File: src/rtl/key_mode_encoder_if.sv
// Pushbutton-to-mode interface: raw keys in, latched one-hot mode, restart strobe and levels out.
// Ports: inpulse (4, raw active-low keys), out (4, one-hot mode or 0000),
//        mode_stb (1, one-cycle reload pulse), key_level (4, debounced active-high levels).
interface key_mode_encoder_if;
  logic [3:0] inpulse;
  logic [3:0] out;
  logic       mode_stb;
  logic [3:0] key_level;

  // master: the board/bench side that owns the buttons and watches the mode
  modport master (
    output inpulse,
    input  out,
    input  mode_stb,
    input  key_level
  );

  // slave: the encoder itself
  modport slave (
    input  inpulse,
    output out,
    output mode_stb,
    output key_level
  );
endinterface

File: src/rtl/key_mode_encoder.sv
// Debounces 4 raw active-low pushbuttons and encodes presses into a latched one-hot mode word.
// Latency: mode/strobe update DEB_CYCLES+3 clk edges after the first edge that samples a key low.
// No backpressure: a one-cycle mode_stb accompanies every accepted press; the consumer must take it.
// Ports: clk, rst (async active-high), kif (slave modport: inpulse in; out, mode_stb, key_level out).
module key_mode_encoder #(
  parameter int DEB_CYCLES = 1000000,
  parameter int CNT_W      = 20
) (
  input  logic                clk,
  input  logic                rst,
  key_mode_encoder_if.slave   kif
);

  typedef enum logic [1:0] {
    REL  = 2'd0,
    PCHK = 2'd1,
    PRS  = 2'd2,
    RCHK = 2'd3
  } key_state_t;

  localparam logic [CNT_W-1:0] CNT_LAST = CNT_W'(DEB_CYCLES - 1);
  localparam logic [CNT_W-1:0] CNT_ONE  = CNT_W'(1);

  // Two-flop synchroniser; resets to the released (high) level so reset
  // never looks like a press.
  logic [3:0] sync1;
  logic [3:0] sync2;
  logic [3:0] k;

  always_ff @(posedge clk or posedge rst) begin
    if (rst) begin
      sync1 <= 4'b1111;
      sync2 <= 4'b1111;
    end else begin
      sync1 <= kif.inpulse;
      sync2 <= sync1;
    end
  end

  assign k = ~sync2;

  logic [3:0] pe;
  logic [3:0] key_lvl;

  // Independent debounce FSM per key. The counter restarts on every state
  // entry and stops at DEB_CYCLES-1, so it can never wrap.
  for (genvar g = 0; g < 4; g++) begin : g_key
    key_state_t       state_q;
    key_state_t       state_d;
    logic [CNT_W-1:0] cnt_q;
    logic [CNT_W-1:0] cnt_d;
    logic             press_evt;

    always_ff @(posedge clk or posedge rst) begin
      if (rst) begin
        state_q <= REL;
        cnt_q   <= '0;
      end else begin
        state_q <= state_d;
        cnt_q   <= cnt_d;
      end
    end

    always_comb begin
      state_d   = state_q;
      cnt_d     = cnt_q;
      press_evt = 1'b0;
      case (state_q)
        REL: begin
          if (k[g]) begin
            state_d = PCHK;
            cnt_d   = '0;
          end
        end
        PCHK: begin
          if (!k[g]) begin
            state_d = REL;             // glitch: drop silently
            cnt_d   = '0;
          end else if (cnt_q == CNT_LAST) begin
            state_d   = PRS;
            cnt_d     = '0;
            press_evt = 1'b1;          // the single event for this press
          end else begin
            cnt_d = cnt_q + CNT_ONE;
          end
        end
        PRS: begin
          if (!k[g]) begin
            state_d = RCHK;
            cnt_d   = '0;
          end
        end
        RCHK: begin
          if (k[g]) begin
            state_d = PRS;             // release bounce: still held, no new event
            cnt_d   = '0;
          end else if (cnt_q == CNT_LAST) begin
            state_d = REL;
            cnt_d   = '0;
          end else begin
            cnt_d = cnt_q + CNT_ONE;
          end
        end
        default: begin
          state_d = REL;
          cnt_d   = '0;
        end
      endcase
    end

    assign pe[g]      = press_evt;
    assign key_lvl[g] = (state_q == PRS) || (state_q == RCHK);
  end

  // Lowest-index press wins when several land on the same edge; the rest
  // are discarded rather than queued.
  logic [3:0] win;
  assign win = pe & (~pe + 4'd1);

  logic [3:0] out_q;
  logic       stb_q;

  always_ff @(posedge clk or posedge rst) begin
    if (rst) begin
      out_q <= 4'b0000;
      stb_q <= 1'b0;
    end else if (|pe) begin
      // Pressing the already-selected key toggles the driver to stop.
      out_q <= (out_q == win) ? 4'b0000 : win;
      stb_q <= 1'b1;
    end else begin
      stb_q <= 1'b0;
    end
  end

  assign kif.out       = out_q;
  assign kif.mode_stb  = stb_q;
  assign kif.key_level = key_lvl;

endmodule

File: src/flat_wrapper.sv
// flat-port wrapper written by rule: the top's interface ports become plain ports
module key_mode_encoder_flat 
#(
  parameter int DEB_CYCLES = 1000000,
  parameter int CNT_W      = 20
)
  (clk, rst, kif_inpulse, kif_out, kif_mode_stb, kif_key_level);
  key_mode_encoder_if kif_i ();
  input  logic clk;
  input  logic rst;
  input wire logic [$bits(kif_i.inpulse)-1:0] kif_inpulse;
  output wire logic [$bits(kif_i.out)-1:0] kif_out;
  output wire logic [$bits(kif_i.mode_stb)-1:0] kif_mode_stb;
  output wire logic [$bits(kif_i.key_level)-1:0] kif_key_level;
  assign kif_i.inpulse = kif_inpulse;
  assign kif_out = kif_i.out;
  assign kif_mode_stb = kif_i.mode_stb;
  assign kif_key_level = kif_i.key_level;
  key_mode_encoder #(.DEB_CYCLES(DEB_CYCLES), .CNT_W(CNT_W)) u_core (.clk(clk), .rst(rst), .kif(kif_i));
endmodule
File: config.mk
export PLATFORM = sky130hd
export DESIGN_NAME = key_mode_encoder_flat
export DESIGN_NICKNAME = d
export VERILOG_FILES = /design/src/rtl/key_mode_encoder_if.sv /design/src/rtl/key_mode_encoder.sv /design/src/flat_wrapper.sv
export SDC_FILE = /design/constraint.sdc
export NUM_CORES = 1
export LEC_CHECK = 0
export BUFFER_PORTS_ARGS = -buffer_cell sky130_fd_sc_hd__clkbuf_2
export CORE_MARGIN = 2
export CORE_UTILIZATION = 43
export DETAILED_ROUTE_END_ITERATION = 10
export SLEW_MARGIN = 30
export SYNTH_ARGS = -nofsm -noshare
export SYNTH_HDL_FRONTEND = slang
export SYNTH_SLANG_ARGS = --single-unit
File: constraint.sdc
create_clock -name clk -period 4.6 [get_ports clk]
set_input_delay 0.46 -clock clk [delete_from_list [all_inputs] [get_ports clk]]
set_output_delay 0.46 -clock clk [all_outputs]
set_load 0.005 [all_outputs]
==> results of run 1 <==
-- area by class of cell --
type / count / area [um2]
Fill cell: 1202 / 6150
Multi-Input combinational cell: 466 / 2700
Sequential cell: 101 / 2540
Clock buffer: 13 / 270
Tap cell: 168 / 210
Timing Repair Buffer: 19 / 111
Clock inverter: 3 / 90.1
Inverter: 10 / 40.0
-- Yosys cell counts, drive strengths merged, types with 2 or more instances --
| master | count | area (um2) |
|---|---|---|
| xnor2 | 13 | 114 |
| ha | 4 | 50.1 |
| or4b | 3 | 30.0 |
| nor2b | 9 | 56.3 |
| buf | 3 | 21.3 |
| nor3 | 10 | 61.3 |
| nor4b | 3 | 26.3 |
| nand3 | 32 | 160 |
| a31oi | 14 | 87.6 |
| dfrtp | 93 | 2330 |
| nand4 | 10 | 62.6 |
| xor2 | 6 | 52.6 |
| nor3b | 2 | 15.0 |
| nor4 | 13 | 81.3 |
| o31ai | 21 | 163 |
| clkbuf | 26 | 98.8 |
| inv | 10 | 37.5 |
| dfstp | 8 | 210 |
| nand2b | 14 | 87.6 |
| a21o | 2 | 15.0 |
| or4 | 2 | 18.8 |
| a21oi | 9 | 45.0 |
| o21ai | 106 | 531 |
| and2 | 11 | 68.8 |
| nand2 | 78 | 293 |
| o41ai | 9 | 78.8 |
| a22o | 2 | 17.5 |
| mux2i | 3 | 30.0 |
| or2 | 2 | 12.5 |
| and3 | 19 | 120 |
| and4 | 5 | 43.8 |
| nor2 | 49 | 184 |
-- power by group --
group	leakage (nW)	internal (mW)	switching [mW]
Sequential	1.37	0.945	0.0638
Clock	0.176	0.577	0.325
Combinational	0.928	0.153	0.326
-- routing by layer --
layer	vias to the layer above	wire, um
li1	2205	-
met1	2196	5260
met2	67	5690
met3	12	396
met4	0	131
met5	-	0
-- metrics by stage --
stage	setup WS [ns]	area, um2	utilization [%]	instances
after global placement	1.66	5580	46.0	763
after CTS	1.75	5960	49.2	780
after floorplan	1.51	5370	-	606
after global routing	1.57	5960	49.2	780
final	1.74	5960	49.2	780
after detailed placement	1.88	5600	46.2	764
-- registers in the layout, indices dropped and copies added, names as in the netlist, named ones only --
register	cells
u_core.g_key.cnt_q	80
u_core.kif.out	4
u_core.sync2	4
u_core.sync1	4
u_core.g_key.state_q	4
u_core.kif.mode_stb	1
-- final timing paths --
path                            slack, ns  cells past startpoint                          to
worst min register to register       0.36                      0             u_core.sync2[1]
worst max-delay path                 1.74                      6    u_core.g_key[0].cnt_q[7]
max in group asynchronous            3.31                      3             u_core.sync1[1]
worst min-delay path                 0.19                      1             u_core.sync1[2]
min in group asynchronous            0.27                      2  u_core.g_key[3].state_q[0]
worst max register to register       1.74                      6    u_core.g_key[0].cnt_q[7]
-- logic make-up after synthesis --
kind of cell | count (synthesis) | share of synthesized area (%)
xor gates and xnor gates | 19 | 3.10
adders and majority gates | 4 | 0.933
AOI/OAI and AO/OA | 173 | 19.6
DFF | 101 | 47.3
muxes | 3 | 0.560
and+or+nand+nor | 267 | 25.5
buffers and inverters | 39 | 2.94
==> results.sh, run 1 <==
export IMPL_syn_cell_area_um2=5370
export IMPL_crit_fanout=34
export IMPL_port_buffers=14
export IMPL_path_cells="or4b_1 > or4_4 > o211ai_4 > nor2_1 > o21ai_0 > o21ai_0"
export IMPL_cts_buffer_depth=2
export IMPL_postCtsSetupBuffers=0
export IMPL_crit_arrival_ns=3.06
export IMPL_powerDensity_nw_per_um2=401
export IMPL_synth_ff_type="dfrtp_1"
export IMPL_drv_cap=0
export IMPL_max_clock_freq_ghz=0.350
export IMPL_startpoint="u_core.g_key[0].cnt_q[11]"
export IMPL_grt_usage_pct=18.9
export IMPL_clkTransAtPathRegs_ns=0.07
export IMPL_cts_tree="done"
export IMPL_row_count=40
export IMPL_antenna_found_initial=0
export IMPL_synth_warnings=0
export IMPL_avgViaCountPerCell=5.74
export IMPL_grt_use_met3_pct=4.55
export IMPL_synth_seq_cells=101
export IMPL_grt_pass1_vias=4376
export IMPL_worstSetupEndpointType="register"
export IMPL_initial_core_util_pct=44.3
export IMPL_synth_edf_count=0
export IMPL_cts_max_level=3
export IMPL_rsz0062_at_grt="no"
export IMPL_ctsHoldBuffers=0
export IMPL_avgRoutedWirePerCell_um=14.7
export IMPL_drc=0
export IMPL_die_y_um=116
export IMPL_cp_slowest_cell="o211ai_4"
export IMPL_grt_max_degree=66
export IMPL_min_from="kif_inpulse[2]"
export IMPL_ant_nets=0
export IMPL_fin_skew_ns=0.00551
export IMPL_grt_busiest_layer="met2"
export IMPL_area_growth_pct=11.1
export IMPL_finalPower_mw=2.39
export IMPL_cts_sink_count=101
export IMPL_nets=617
export IMPL_fin_crit_ns=2.86
export IMPL_ys_seq_area_share_pct=47.3
export IMPL_mostFrequentLayoutCells="105 x o21ai_0, 93 x dfrtp_1, 78 x nand2_1, 47 x nor2_1, 32 x nand3_1"
export IMPL_vias=4480
export IMPL_cts_buffers=9
export IMPL_tightest_slew_ns=0.901
export IMPL_relSlewSlack_pct=39.9
export IMPL_avgSynthCellArea_um2=8.85
export IMPL_grt_pass1_wl_mm=20.4
export IMPL_die_w_um=116
export IMPL_synth_nets=616
export IMPL_maxSlewViolCount=0
export IMPL_ir_drop_v=0.000319
export IMPL_worstPathBufferInverterCount=0
export IMPL_wirelength_mm=11.5
export IMPL_tns_ns=0
export IMPL_die_area_um2=13400
export IMPL_ios=15
export IMPL_hold_violations=0
export IMPL_grt_overflow=0
export IMPL_hp_class="in -> reg"
export IMPL_met2_usage_pct=31.5
export IMPL_syn_inst=606
export IMPL_drt_pass1_iter_count=6
export IMPL_final_common_cell="o21ai_0"
export IMPL_first_iter_violations=292
export IMPL_cpMostUsedCell="o21ai_0"
export IMPL_path_delay_family="simple AND/OR/NAND/NOR gates"
export IMPL_critPathKind="reg -> reg"
export IMPL_core_um2=12100
export IMPL_critPathLaunchType="register"
export IMPL_synth_distinct_cells=56
export IMPL_clk_latency_ns=0.35
export IMPL_required_ns=4.80
export IMPL_dp_hpwl_mm=7.72
export IMPL_critPathMaxStageDelay_ns=0.66
export IMPL_r2r_start="u_core.g_key[0].cnt_q[11]"
export IMPL_grt_use_met1_pct=24.9
export IMPL_post_cts_resized=0
export IMPL_synthArstFlopShare_pct=100
export IMPL_post_route_period_util_pct=62.1
export IMPL_run_status="completed"
export IMPL_drive_above_1_share_pct=9.48
export IMPL_leakagePower_nw=2.47
export IMPL_whs_ns=0.189
export IMPL_diodes=0
export IMPL_setup_viol=0
export IMPL_gp_congestion=0.841
export IMPL_clockRootBuffer="clkbuf_16"
Note: power is estimated with default switching activity, not from simulation.
==> run 2: changes to the inputs <==
ABC_AREA = 1   (was default)
clock period = 2.85 ns   (was 4.6 ns; I/O delays follow)
==> results.sh, run 2 <==
export IMPL_run_status="completed"
export IMPL_critPathMaxStageDelay_ns=0.39
export IMPL_cts_tree="done"
export IMPL_tns_ns=0
export IMPL_cpMostUsedCell="nand2_1"
export IMPL_wirelength_mm=12.3
export IMPL_nets=755
export IMPL_startpoint="u_core.g_key[0].cnt_q[0]"
export IMPL_avgViaCountPerCell=5.21
export IMPL_final_cells=922
export IMPL_synth_mux_area_share_pct=0
export IMPL_vias=4805
export IMPL_r2r_slack_ns=0.76
export IMPL_crit_fanout=12
export IMPL_hold_violations=0
export IMPL_synth_simple_gate_area_share_pct=28.9
export IMPL_worstSetupEndpointType="register"
export IMPL_synth_adder_area_share_pct=0.888
export IMPL_required_ns=3.07
export IMPL_grt_usage_pct=18.6
export IMPL_drive_above_1_share_pct=12.1
export IMPL_min_from="kif_inpulse[0]"
export IMPL_hp_class="in -> reg"
export IMPL_drv_cap=0
export IMPL_post_route_period_util_pct=73.2
export IMPL_synth_ff_type="dfrtp_1"
export IMPL_port_buffers=14
export IMPL_ant_nets=0
export IMPL_mostFrequentLayoutCells="152 x nand2_1, 96 x inv_1, 93 x dfrtp_1, 71 x nor2_1, 58 x o21ai_0"
export IMPL_regMostFlops="u_core.g_key.cnt_q"
export IMPL_relSlewSlack_pct=63.6
export IMPL_fin_skew_ns=0.00619
export IMPL_area_growth_pct=11.1
export IMPL_avgRoutedWirePerCell_um=13.3
export IMPL_clkTransAtPathRegs_ns=0.07
export IMPL_die_y_um=118
export IMPL_critPathKind="reg -> reg"
export IMPL_p_sw_share_pct=33.6
export IMPL_post_cts_resized=0
export IMPL_grt_max_degree=102
export IMPL_yosys_area_top_type="dfrtp_1"
export IMPL_fin_crit_ns=2.09
export IMPL_row_count=41
export IMPL_die_area_um2=14000
export IMPL_cts_buffers=9
export IMPL_grt_overflow=0
export IMPL_seq_area_um2=2540
export IMPL_first_iter_violations=353
export IMPL_synth_most_common_cell="nand2_1"
export IMPL_combPwrFrac_pct=24.0
export IMPL_grt_pass1_wl_mm=21.5
export IMPL_p_switching_mw=1.30
export IMPL_gp_congestion=0.867
export IMPL_crit_arrival_ns=2.31
export IMPL_synthTopCellsByArea="dfrtp_1 41%, nand2_1 10%, inv_1 6.5%"
export IMPL_syn_cell_area_um2=5640
export IMPL_synth_warnings=0
export IMPL_synthXorXnorAreaFrac_pct=2.95
export IMPL_ir_drop_v=0.000380
export IMPL_avgSynthCellArea_um2=7.79
export IMPL_synthArstFlopShare_pct=100
export IMPL_synth_top_area_share_pct=41.3
export IMPL_drc=0
export IMPL_tightest_slew_ns=0.545
export IMPL_r2r_start="u_core.g_key[0].cnt_q[0]"
export IMPL_maxSlewViolCount=0
export IMPL_seqPwrFrac_pct=42.7
export IMPL_cts_buffer_depth=2
export IMPL_ctsHoldBuffers=0
export IMPL_grt_pass1_vias=4672
export IMPL_leakagePower_nw=2.63
export IMPL_ys_seq_area_share_pct=45.0
export IMPL_fillCellCount=1288
export IMPL_path_delay_family="simple AND/OR/NAND/NOR gates"
export IMPL_cts_sink_count=101
export IMPL_initial_core_util_pct=44.3
export IMPL_synth_compound_area_share_pct=14.4
export IMPL_rsz0062_at_grt="no"
export IMPL_synth_edf_count=0
export IMPL_critPathLaunchType="register"
export IMPL_diodes=0
export IMPL_die_w_um=118
export IMPL_synth_seq_cells=101
export IMPL_syn_inst=724
export IMPL_clkPwrFrac_pct=33.3
export IMPL_clk_latency_ns=0.35
export IMPL_path_cells="ha_1 > nand4_1 > nor2_2 > nand2_1 > nand2_1 > inv_1 > nor3_1 > o22ai_1"
export IMPL_ios=15
export IMPL_synth_distinct_cells=44
export IMPL_clockRootBuffer="clkbuf_16"
export IMPL_worstPathBufferInverterCount=1
export IMPL_drt_pass1_iter_count=4
export IMPL_synth_common_cells="152 x nand2_1, 97 x inv_1, 93 x dfrtp_1, 71 x nor2_1, 58 x o21ai_0"
export IMPL_dpl_cell_count=905
export IMPL_max_clock_freq_ghz=0.479
export IMPL_largest_register_ffs=80
export IMPL_synth_top_family_by_area="simple AND/OR/NAND/NOR gates"
export IMPL_p_int_mw=2.57
export IMPL_postCtsSetupBuffers=0
export IMPL_synth_nets=734
export IMPL_cp_slowest_cell="dfrtp_1"
export IMPL_core_um2=12700
export IMPL_antenna_found_initial=0
export IMPL_cts_max_level=3
export IMPL_multi_input_area_um2=2660
export IMPL_final_common_cell="nand2_1"
export IMPL_setup_viol=0
export IMPL_dp_hpwl_mm=8.71
export IMPL_powerDensity_nw_per_um2=618
-- run 2: layout make-up --
type                    count  share of cell area, %
clock buffers              13                   4.31
inverters                 105                   6.35
clock inverters             3                  0.679
repair buffers             22                   2.32
multi-input cells         506                   42.4
flip-flops and latches    101                   40.5
well taps                 172                   3.44
-- run 2: power by group through the flow --
| stage | Clock, mW | Sequential [mW] | Combinational (mW) |
|---|---|---|---|
| final | 1.29 | 1.65 | 0.930 |
| after global routing | 1.39 | 1.67 | 1.05 |
| after CTS | 1.33 | 1.65 | 0.940 |
| after detailed placement | 0 | 1.68 | 0.936 |
| after global placement | 0 | 1.67 | 0.903 |
| after floorplan | 0 | 1.65 | 0.645 |
-- run 2: path summary, 6_finish.rpt --
path                                                  to  depth (start not counted)
max in group asynchronous                u_core.sync1[0]                          3
worst min-delay path                     u_core.sync1[0]                          1
worst min register to register           u_core.sync2[2]                          0
min in group asynchronous       u_core.g_key[2].cnt_q[6]                          3
worst max register to register                  register                          8
worst max-delay path                            register                          8
-- run 2: kinds of logic after synthesis --
logic type,Yosys count
buffers and inverters,117
AO/OA/AOI/OAI,142
XOR/XNOR,19
AND/OR/NAND/NOR,341
flip-flops,101
adder cells (fa/ha/maj),4
-- run 2: per-stage QoR --
step	power (mW)	hold WS, ns	cell area [um2]	utilization (%)	setup slack, ns
final	3.87	0.0140	6260	49.2	0.764
after global routing	4.10	0.000218	6260	49.2	0.481
after CTS	3.92	0.00558	6250	49.2	0.771
after detailed placement	2.62	0.349	5940	46.7	0.781
after global placement	2.58	0.347	5940	46.7	0.842
after floorplan	2.30	0.289	5640	-	1.21
-- run 2: routing by layer --
layer	track usage [%]	vias up	routed length (um)
li1	-	2444	-
met1	24.7	2280	5960
met2	30.8	71	5730
met3	4.83	10	438
met4	4.09	0	115
met5	0	-	0
